### config.mk
export PLATFORM = sky130hd
export DESIGN_NAME = cordic_arbiter
export DESIGN_NICKNAME = d
export VERILOG_FILES = /design/src/rtl/cordic_pkg.sv /design/src/rtl/cordic_tag_pipe.sv /design/src/rtl/cordic_arbiter.sv
export SDC_FILE = /design/constraint.sdc
export NUM_CORES = 1
export LEC_CHECK = 0
export ABC_AREA = 1
export CELL_PAD_IN_SITES_DETAIL_PLACEMENT = 2
export CELL_PAD_IN_SITES_GLOBAL_PLACEMENT = 2
export CORE_ASPECT_RATIO = 0.9
export CORE_MARGIN = 1
export CORE_UTILIZATION = 23
export CTS_CLUSTER_SIZE = 20
export DETAILED_ROUTE_END_ITERATION = 12
export PLACE_DENSITY = 0.81
export SYNTH_ARGS = -nofsm -noshare
export SYNTH_HDL_FRONTEND = slang
export SYNTH_HIERARCHICAL = 1
export SYNTH_SLANG_ARGS = --single-unit
### constraint.sdc
create_clock -name CLK_100MHz -period 1.35 [get_ports CLK_100MHz]
set_input_delay 0.3375 -clock CLK_100MHz [delete_from_list [all_inputs] [get_ports CLK_100MHz]]
set_output_delay 0.3375 -clock CLK_100MHz [all_outputs]
set_load 0.05 [all_outputs]
### src/rtl/cordic_pkg.sv
// Shared types and constants for the CORDIC request arbiter.
// Holds the angle width, the default CORDIC data width, and the
// {valid, tag} entry carried alongside each operation in flight.
package cordic_pkg;

    localparam int ANGLE_W    = 32;
    localparam int SZ_DEFAULT = 16;

    // Requester index: 0 or 1
    typedef logic tag_t;

    typedef struct packed {
        logic valid;
        tag_t tag;
    } tag_entry_t;

    // On a tie, the requester that was not granted last wins
    function automatic tag_t tie_winner(input tag_t last_grant);
        return ~last_grant;
    endfunction

endpackage

### src/rtl/cordic_tag_pipe.sv
// Delay line that carries the {valid, tag} of each accepted operation
// alongside the CORDIC pipeline. It has DEPTH stages and a synchronous
// clear that drops everything in flight.
module cordic_tag_pipe
    import cordic_pkg::*;
#(
    parameter int DEPTH = 17
)
(
    input  logic clk,
    input  logic clear,
    input  logic in_valid,
    input  logic in_tag,
    output logic out_valid,
    output logic out_tag,
    output logic any_valid
);

    tag_entry_t stage_q [DEPTH];
    tag_entry_t stage_d [DEPTH];

    // Each stage takes the value of the stage before it; stage 0 takes the new entry
    always_comb begin
        stage_d[0] = '{valid: in_valid, tag: in_tag};
        for (int i = 1; i < DEPTH; i++) begin
            stage_d[i] = stage_q[i-1];
        end
    end

    // Stage registers, cleared together so no stale entry survives a reset
    always_ff @(posedge clk) begin
        if (clear) begin
            for (int i = 0; i < DEPTH; i++) begin
                stage_q[i] <= '0;
            end
        end else begin
            for (int i = 0; i < DEPTH; i++) begin
                stage_q[i] <= stage_d[i];
            end
        end
    end

    // Report whether any stage holds a live operation
    always_comb begin
        any_valid = 1'b0;
        for (int i = 0; i < DEPTH; i++) begin
            any_valid = any_valid | stage_q[i].valid;
        end
    end

    assign out_valid = stage_q[DEPTH-1].valid;
    assign out_tag   = stage_q[DEPTH-1].tag;

endmodule

### src/rtl/cordic_arbiter.sv
// Two-requester round-robin front end for a shared pipelined CORDIC.
// It registers the granted operands into the CORDIC, tracks which
// requester owns each operation in flight, and returns the result
// with a one-cycle response pulse to that requester.
// Optional feature: define CORDIC_ARB_STATS_EN to add the saturating
// 16-bit per-requester grant counters grant_cnt0/grant_cnt1.
module cordic_arbiter
    import cordic_pkg::*;
#(
    parameter int SZ  = SZ_DEFAULT,
    parameter int LAT = 17
)
(
    input  logic               CLK_100MHz,
    input  logic               reset,
    input  logic               req0_valid,
    input  logic               req1_valid,
    output logic               req0_ready,
    output logic               req1_ready,
    input  logic [ANGLE_W-1:0] req0_angle,
    input  logic [ANGLE_W-1:0] req1_angle,
    input  logic [SZ-1:0]      req0_x,
    input  logic [SZ-1:0]      req0_y,
    input  logic [SZ-1:0]      req1_x,
    input  logic [SZ-1:0]      req1_y,
    output logic [ANGLE_W-1:0] cordic_angle,
    output logic [SZ-1:0]      cordic_xin,
    output logic [SZ-1:0]      cordic_yin,
    input  logic [SZ:0]        cordic_xout,
    input  logic [SZ:0]        cordic_yout,
    output logic               rsp0_valid,
    output logic               rsp1_valid,
    output logic [SZ:0]        rsp_x,
    output logic [SZ:0]        rsp_y,
    output logic               busy
`ifdef CORDIC_ARB_STATS_EN
    ,
    output logic [15:0]        grant_cnt0,
    output logic [15:0]        grant_cnt1
`endif
);

    tag_t               last_grant_q, last_grant_d;
    logic [ANGLE_W-1:0] cordic_angle_q, cordic_angle_d;
    logic [SZ-1:0]      cordic_xin_q, cordic_xin_d;
    logic [SZ-1:0]      cordic_yin_q, cordic_yin_d;
    logic               tail_valid_q, tail_valid_d;
    tag_t               tail_tag_q, tail_tag_d;
    logic               rsp0_valid_q, rsp0_valid_d;
    logic               rsp1_valid_q, rsp1_valid_d;
    logic [SZ:0]        rsp_x_q, rsp_x_d;
    logic [SZ:0]        rsp_y_q, rsp_y_d;

    logic accept;
    tag_t grant_idx;
    logic pipe_out_valid;
    logic pipe_out_tag;
    logic pipe_any_valid;

    // Grant: a lone valid wins outright, a tie goes to whoever lost last time
    always_comb begin
        req0_ready = 1'b0;
        req1_ready = 1'b0;
        if (!reset) begin
            if (req0_valid && req1_valid) begin
                if (tie_winner(last_grant_q) == 1'b0) begin
                    req0_ready = 1'b1;
                end else begin
                    req1_ready = 1'b1;
                end
            end else begin
                req0_ready = req0_valid;
                req1_ready = req1_valid;
            end
        end
    end

    assign accept    = req0_ready | req1_ready;
    assign grant_idx = req1_ready;

    // Load the granted operands into the CORDIC input registers; hold otherwise
    always_comb begin
        last_grant_d   = last_grant_q;
        cordic_angle_d = cordic_angle_q;
        cordic_xin_d   = cordic_xin_q;
        cordic_yin_d   = cordic_yin_q;
        if (accept) begin
            last_grant_d = grant_idx;
            if (grant_idx == 1'b0) begin
                cordic_angle_d = req0_angle;
                cordic_xin_d   = req0_x;
                cordic_yin_d   = req0_y;
            end else begin
                cordic_angle_d = req1_angle;
                cordic_xin_d   = req1_x;
                cordic_yin_d   = req1_y;
            end
        end
    end

    cordic_tag_pipe #(
        .DEPTH (LAT)
    ) u_tag_pipe (
        .clk       (CLK_100MHz),
        .clear     (reset),
        .in_valid  (accept),
        .in_tag    (grant_idx),
        .out_valid (pipe_out_valid),
        .out_tag   (pipe_out_tag),
        .any_valid (pipe_any_valid)
    );

    // The tail stage lines the tag up with the cycle the CORDIC result is
    // present, so the response register captures data and tag together
    always_comb begin
        tail_valid_d = pipe_out_valid;
        tail_tag_d   = pipe_out_tag;
        rsp0_valid_d = tail_valid_q & (tail_tag_q == 1'b0);
        rsp1_valid_d = tail_valid_q & (tail_tag_q == 1'b1);
        rsp_x_d      = rsp_x_q;
        rsp_y_d      = rsp_y_q;
        if (tail_valid_q) begin
            rsp_x_d = cordic_xout;
            rsp_y_d = cordic_yout;
        end
    end

    // State registers; reset drops every in-flight operation and favours requester 0
    always_ff @(posedge CLK_100MHz) begin
        if (reset) begin
            last_grant_q   <= 1'b1;
            cordic_angle_q <= '0;
            cordic_xin_q   <= '0;
            cordic_yin_q   <= '0;
            tail_valid_q   <= 1'b0;
            tail_tag_q     <= 1'b0;
            rsp0_valid_q   <= 1'b0;
            rsp1_valid_q   <= 1'b0;
            rsp_x_q        <= '0;
            rsp_y_q        <= '0;
        end else begin
            last_grant_q   <= last_grant_d;
            cordic_angle_q <= cordic_angle_d;
            cordic_xin_q   <= cordic_xin_d;
            cordic_yin_q   <= cordic_yin_d;
            tail_valid_q   <= tail_valid_d;
            tail_tag_q     <= tail_tag_d;
            rsp0_valid_q   <= rsp0_valid_d;
            rsp1_valid_q   <= rsp1_valid_d;
            rsp_x_q        <= rsp_x_d;
            rsp_y_q        <= rsp_y_d;
        end
    end

    assign cordic_angle = cordic_angle_q;
    assign cordic_xin   = cordic_xin_q;
    assign cordic_yin   = cordic_yin_q;
    assign rsp0_valid   = rsp0_valid_q;
    assign rsp1_valid   = rsp1_valid_q;
    assign rsp_x        = rsp_x_q;
    assign rsp_y        = rsp_y_q;
    assign busy         = pipe_any_valid | tail_valid_q | rsp0_valid_q | rsp1_valid_q;

`ifdef CORDIC_ARB_STATS_EN
    logic [15:0] grant_cnt0_q, grant_cnt0_d;
    logic [15:0] grant_cnt1_q, grant_cnt1_d;

    // Count accepts per requester, sticking at all-ones instead of wrapping
    always_comb begin
        grant_cnt0_d = grant_cnt0_q;
        grant_cnt1_d = grant_cnt1_q;
        if (req0_ready && (grant_cnt0_q != 16'hFFFF)) begin
            grant_cnt0_d = grant_cnt0_q + 16'd1;
        end
        if (req1_ready && (grant_cnt1_q != 16'hFFFF)) begin
            grant_cnt1_d = grant_cnt1_q + 16'd1;
        end
    end

    // Counter registers
    always_ff @(posedge CLK_100MHz) begin
        if (reset) begin
            grant_cnt0_q <= '0;
            grant_cnt1_q <= '0;
        end else begin
            grant_cnt0_q <= grant_cnt0_d;
            grant_cnt1_q <= grant_cnt1_d;
        end
    end

    assign grant_cnt0 = grant_cnt0_q;
    assign grant_cnt1 = grant_cnt1_q;
`endif

endmodule
==> run_results.csv, run 1 <==
group,metric,value,unit
critical_path,cpMostUsedCell,"nor2_2",
finish,fin_area,11200,um^2
clock_network,cts_sinks,137,
outcome,failed_checks,"negative setup slack",
timing,finClkSkew,0.0136,ns
timing,relSlewSlack,0.546,
clock_network,numCtsBuffers,17,
global_route,grt_util_met1,0.203,
synthesis,netlist_area,6400,um^2
job,maxCapViolations,0,
power,p_total,12.0,mW
critical_path,critPathMaxStageDelay,0.33,ns
finish,final_cells,1485,
floorplan,die_y,160,um
power,powerDensity,1060,nW/um^2
outcome,outcome,"finished, violations left",
synthesis,synth_enable_flop_cells,0,
floorplan,io_pins,269,
synthesis,synth_nets,1021,
power,ir_drop,0.000780,V
clock_network,clkLatencyLatePin,0.43,ns
synthesis,synth_area_per_cell,7.48,um^2
routing,routed_via_density,4.51,
finish,final_common_cell,"inv_1",
routing,vias,6692,
timing,rsz0062_at_grt,"true",
floorplan,core,27200,um^2
global_route,antenna_found_initial,1,
routing,ant_nets,0,
critical_path,worstPathRequired,1.01,ns
floorplan,dieArea,28500,um^2
clock_network,clk_pin_slew_worst_paths,0.08,ns
floorplan,start_util,0.235,
global_route,top_usage_layer,"met2",
synthesis,ys_top_cells_by_area,"dfxtp_1 (43%), inv_1 (9.7%), nand3_2 (8.0%)",
critical_path,worstPathCellList,"nor2_2, nand3_2, nor2_1, nand2_1, nor2_2, nand2_2, buf_12",
timing,tightest_slew,0.680,ns
routing,firstDrtPassIters,4,
synthesis,yosysSeqAreaShare,0.429,
clock_network,cts-htree-levels,4,
critical_path,crit_buf_inv,1,
timing,setup_viol_count_final,3,
timing,fin_crit_sh,1.39,
place,place_hpwl,18.5,mm
timing,setup_ws,-0.529,ns
finish,layout-drive-gt1-share,0.266,
place,portBuffers,268,
power,p_leak,5.00,nW
clock_network,cts-root-buf,"clkbuf_16",
place,dp_slack,-0.474,ns
place,dpl_cell_area,10400,um^2
floorplan,die_w,178,um
finish,multi_input_area,2550,um^2
synthesis,netlist.area_leader.share,0.429,
critical_path,crit_fanout,2,
finish,mostFrequentLayoutCells,"inv_1 (164), clkdlybuf4s50_1 (162), nand2_1 (130)",
finish,regArea,2800,um^2
critical_path,r2r_setup_slack,0.07,ns
synthesis,synthFlopType,"dfxtp_1",
critical_path,crit_type,"flop to primary output",
routing,routedWlPerCell,17.6,um
timing,slew_violations,0,
place,place_congestion,0.756,
routing,post-route-drc-count,0,
floorplan,rows,57,
global_route,grtUsageTotal,0.180,
synthesis,synth_cell_types,22,
critical_path,worst_setup_path_end_kind,"primary output",
clock_network,cts_tree,"built",
critical_path,crit_slowest_cell,"dfxtp_1",
routing,wirelength,26.2,mm
global_route,grt_max_degree,81,
synthesis,synth_warnings,6,
synthesis,async_flop_share,0,
global_route,grt_pass1_wl,39.5,mm
finish,syn_to_final_growth,75.9,%
clock_network,clk_path_buf_depth,2,
worst_hold_path,min_path_type,"flop to flop",
critical_path,start_kind,"flop",
global_route,grt_pass1_vias,7324,
global_route,gr-total-overflow,0,
critical_path,cp.arrival,1.54,ns
finish,n_fill_cell,2972,
timing,hold_violations,0,
finish,num-nets-final,1284,
finish,antennaDiodeCount,0,
routing,drt_iter0_markers,192,
timing,max_freq,0.532,GHz
global_route,grt_use_met2,0.331,
timing,min_period,1.88,ns
place,placed_cells,1446,
synthesis,synthCells,855,
synthesis,ys_seq_elements,137,
critical_path,crit_family,"simple AND/OR/NAND/NOR gates",
global_route,grt_util_met3,0.0419,
synthesis,netlist.top_cell.by_area,"dfxtp_1",
-- cell usage after synthesis (3+ instances only) --
library cell and number:
inv_1 165, dfxtp_1 137, nand2_1 135, nor2_1 113
nand4_1 64, a21oi_1 56, nand3_2 51, buf_2 28
o21ai_0 28, buf_6 20, nand3_1 17, a21oi_2 9
clkbuf_1 9, o21ai_1 7, buf_12 5, inv_2 3
-- path summary, 6_finish.rpt --
check	to	cells after the start	from
max	busy	7	u_tag_pipe/stage_q[0][1]$_SDFF_PP0_
min	u_tag_pipe/stage_q[0][22]$_SDFF_PP0_	2	u_tag_pipe/stage_q[0][20]$_SDFF_PP0_
max reg2reg	cordic_angle[28]$_SDFFE_PP0P_	8	last_grant_q$_SDFFE_PP1P_
min reg2reg	u_tag_pipe/stage_q[0][22]$_SDFF_PP0_	2	u_tag_pipe/stage_q[0][20]$_SDFF_PP0_
-- what timing repair did --
action / CTS / global route
hold buffers: 0 / 0
buffers inserted: 2 / 2
gates cloned: 0 / 4
setup endpoints to repair: 18 / 61
resized for setup: 23 / 38
pin swaps: 2 / 8
-- per-layer routing --
metal	vias to the layer above	routed length [um]
met3	28	1270
met5	-	17
met2	175	13500
met1	3303	11000
met4	2	411
li1	3184	-
-- power by group --
part | leakage, nW | internal [mW] | switching, mW
clock | 0.288 | 2.49 | 2.26
combinational | 3.58 | 1.40 | 1.43
sequential | 1.14 | 4.22 | 0.176
-- area by class of cell --
cell class | instances | area share
clock buffers | 17 | 0.0378
clock inverters | 15 | 0.0153
inverters | 169 | 0.0572
multi-input cells | 484 | 0.226
flip-flops and latches | 137 | 0.249
well taps | 354 | 0.0394
repair buffers | 309 | 0.375
-- tightest hold or removal path, cell delays in order, from the launching register on --
cell,delay (ns)
dfxtp_1,0.30
inv_1,0.04
nor2_1,0.03
-- stage by stage --
step / setup TNS, ns / util / hold WS, ns
2_1_floorplan: -0.0735 / - / 0.388
3_3_place_gp: -24.78 / 0.384 / 0.389
3_5_place_dp: -28.99 / 0.384 / 0.401
4_1_cts: -0.919 / 0.408 / 0.412
5_1_grt: -1.06 / 0.414 / 0.422
6_report: -0.845 / 0.414 / 0.411
-- cells by family (layout without fill, tap and decap cells) --
family          Yosys count  after routing  synth area share
compound gates          101            101            0.0849
buf+inv                 234            510             0.182
flops                   137            137             0.429
simple gates            383            383             0.304
-- registers in the layout, summed over array words and instances, names as in the netlist --
register and count:
last_grant_q 1, u_tag_pipe/stage_q 34, tail_valid_q 1, rsp1_valid 1
cordic_angle 32, rsp0_valid 1, rsp_y 17, cordic_xin 16
cordic_yin 16, tail_tag_q 1, rsp_x 17
(Power assumes the default switching activity.)
==> run 2: changes to the inputs <==
--- a/config.mk
+++ b/config.mk
@@ -8,9 +8,10 @@
 export ABC_AREA = 1
 export CELL_PAD_IN_SITES_DETAIL_PLACEMENT = 2
 export CELL_PAD_IN_SITES_GLOBAL_PLACEMENT = 2
-export CORE_ASPECT_RATIO = 0.9
+export CORE_ASPECT_RATIO = 1.75
 export CORE_MARGIN = 1
 export CORE_UTILIZATION = 23
+export CTS_BUF_LIST = sky130_fd_sc_hd__clkbuf_8
 export CTS_CLUSTER_SIZE = 20
 export DETAILED_ROUTE_END_ITERATION = 12
 export PLACE_DENSITY = 0.81
==> run 2 against run 1 <==
Net effect: the run still ends with negative setup slack left; setup slack worse by 0.087 ns; clock power shrank 24%; clock-buffer cell count grew 3; largest power group is now registers; highest routed layer is now met4.
==> run_results.csv, run 2 (synthesis results as in run 1) <==
group,metric,value,unit
power,ir_drop,0.000592,V
floorplan,start_util,0.234,
global_route,grtUsageTotal,0.199,
timing,setup_viol_count_final,3,
global_route,antenna_found_initial,4,
timing,relSlewSlack,0.571,
clock_network,cts_tree,"built",
routing,post-route-drc-count,0,
timing,finClkSkew,0.0140,ns
floorplan,dieArea,28500,um^2
timing,hold_violations,0,
global_route,grt_pass1_vias,7731,
timing,max_freq,0.509,GHz
critical_path,cp.arrival,1.63,ns
finish,finalCoreUtilization,0.417,
power,p_leak,5.06,nW
critical_path,crit_type,"flop to primary output",
critical_path,r2r_setup_slack,0.02,ns
place,place_congestion,0.754,
floorplan,die_y,223,um
place,placed_cells,1462,
critical_path,start_kind,"flop",
outcome,outcome,"finished, violations left",
timing,fin_crit_sh,1.46,
timing,rsz0062_at_grt,"true",
global_route,gr-total-overflow,0,
floorplan,core,27300,um^2
job,maxCapViolations,0,
routing,firstDrtPassIters,4,
finish,largest_reg_flops,34,
worst_hold_path,min_path_type,"primary input to flop",
routing,drt_iter0_markers,144,
clock_network,clk_path_buf_depth,2,
clock_network,clk_pin_slew_worst_paths,0.09,ns
clock_network,cts-htree-levels,4,
critical_path,crit_fanout,2,
clock_network,postCtsHoldBufs,0,
critical_path,worstPathRequired,1.01,ns
global_route,grt_max_degree,63,
finish,final_cells,1523,
clock_network,clkLatencyLatePin,0.48,ns
finish,mostFrequentLayoutCells,"inv_1 (163), clkdlybuf4s50_1 (162), nand2_1 (130)",
routing,wirelength,29.1,mm
timing,min_period,1.97,ns
routing,routedWlPerCell,19.1,um
routing,routed_via_density,4.50,
finish,n_fill_cell,2979,
finish,syn_to_final_growth,78.2,%
clock_network,numCtsBuffers,17,
critical_path,worst_setup_path_end_kind,"primary output",
place,place_hpwl,20.3,mm
floorplan,die_w,128,um
routing,ant_nets,0,
finish,num-nets-final,1303,
finish,layout-drive-gt1-share,0.333,
clock_network,cts_sinks,137,
routing,vias,6853,
timing,slew_violations,0,
floorplan,rows,80,
outcome,failed_checks,"negative setup slack",
global_route,grt_pass1_wl,42.4,mm
floorplan,io_pins,269,
finish,largest_register,"u_tag_pipe/stage_q",
clock_network,cts-root-buf,"clkbuf_8",
finish,final_common_cell,"inv_1",
timing,tightest_slew,0.642,ns
power,powerDensity,962,nW/um^2
place,portBuffers,268,
timing,setup_ws,-0.616,ns
run 2: cell types whose count changed in the layout (fill, tap and decap cells not counted), sizes merged:
cell,change
buf,+17
clkinvlp,+3
bufinv,+2
clkbuf,+5
inv,-5
clkinv,-3
clkdlybuf4s15,-1
diode,+4
dlygate4sd2,+1
run 2: layout make-up:
type                    count  area (um^2)  area share
repair buffers            328         4420       0.387
flip-flops and latches    137         2900       0.255
diodes                      4         10.0    0.000878
inverters                 169          641      0.0562
clock buffers              20          275      0.0241
well taps                 369          462      0.0405
multi-input cells         484         2560       0.224
clock inverters            12          139      0.0122
run 2: what timing repair did:
item / 4_1_cts / 5_1_grt
endpoints found under the setup margin: 109 / 167
gates cloned: 0 / 5
buffers inserted: 13 / 9
gates resized for setup: 114 / 25
pin swaps: 1 / 9
run 2: critical path, stage by stage (launching register included):
cell	delay [ns]
dfxtp_2	0.33
nor2_2	0.11
nand3_2	0.09
nor2_1	0.11
nand2_1	0.11
nor2_4	0.15
nand2_2	0.09
buf_12	0.15
run 2: metal layers:
| metal | vias up | GRT usage | wire length [um] |
|---|---|---|---|
| met5 | - | 0 | 0 |
| met2 | 205 | 0.391 | 16900 |
| li1 | 3220 | - | - |
| met1 | 3376 | 0.178 | 9690 |
| met3 | 52 | 0.0523 | 1360 |
| met4 | 0 | 0.111 | 1150 |
run 2: metrics by stage:
step / power (mW) / setup TNS [ns] / worst slack [ns] / cell area [um^2] / hold WS [ns]
2_1_floorplan: 5.75 / -0.0735 / -0.0735 / 6420 / 0.388
3_3_place_gp: 7.19 / -25.97 / -0.410 / 10500 / 0.391
3_5_place_dp: 7.27 / -32.03 / -0.556 / 10500 / 0.404
4_1_cts: 11.0 / -2.94 / -0.620 / 11100 / 0.0800
5_1_grt: 11.4 / -3.80 / -0.760 / 11400 / 0.102
6_report: 11.0 / -1.18 / -0.616 / 11400 / 0.127
run 2: final timing paths:
path,depth (start not counted),from,endpoint
worst min register to register,2,u_tag_pipe/stage_q[0][12]$_SDFF_PP0_,u_tag_pipe/stage_q[0][14]$_SDFF_PP0_
worst min-delay path,3,reset,last_grant_q$_SDFFE_PP1P_
worst max-delay path,7,u_tag_pipe/stage_q[0][1]$_SDFF_PP0_,busy
worst max register to register,8,last_grant_q$_SDFFE_PP1P_,cordic_xin[9]$_SDFFE_PP0P_
run 2: where the power goes:
part | internal, mW | switching (mW)
Clock | 1.80 | 1.80
Sequential | 4.22 | 0.176
Combinational | 1.46 | 1.50
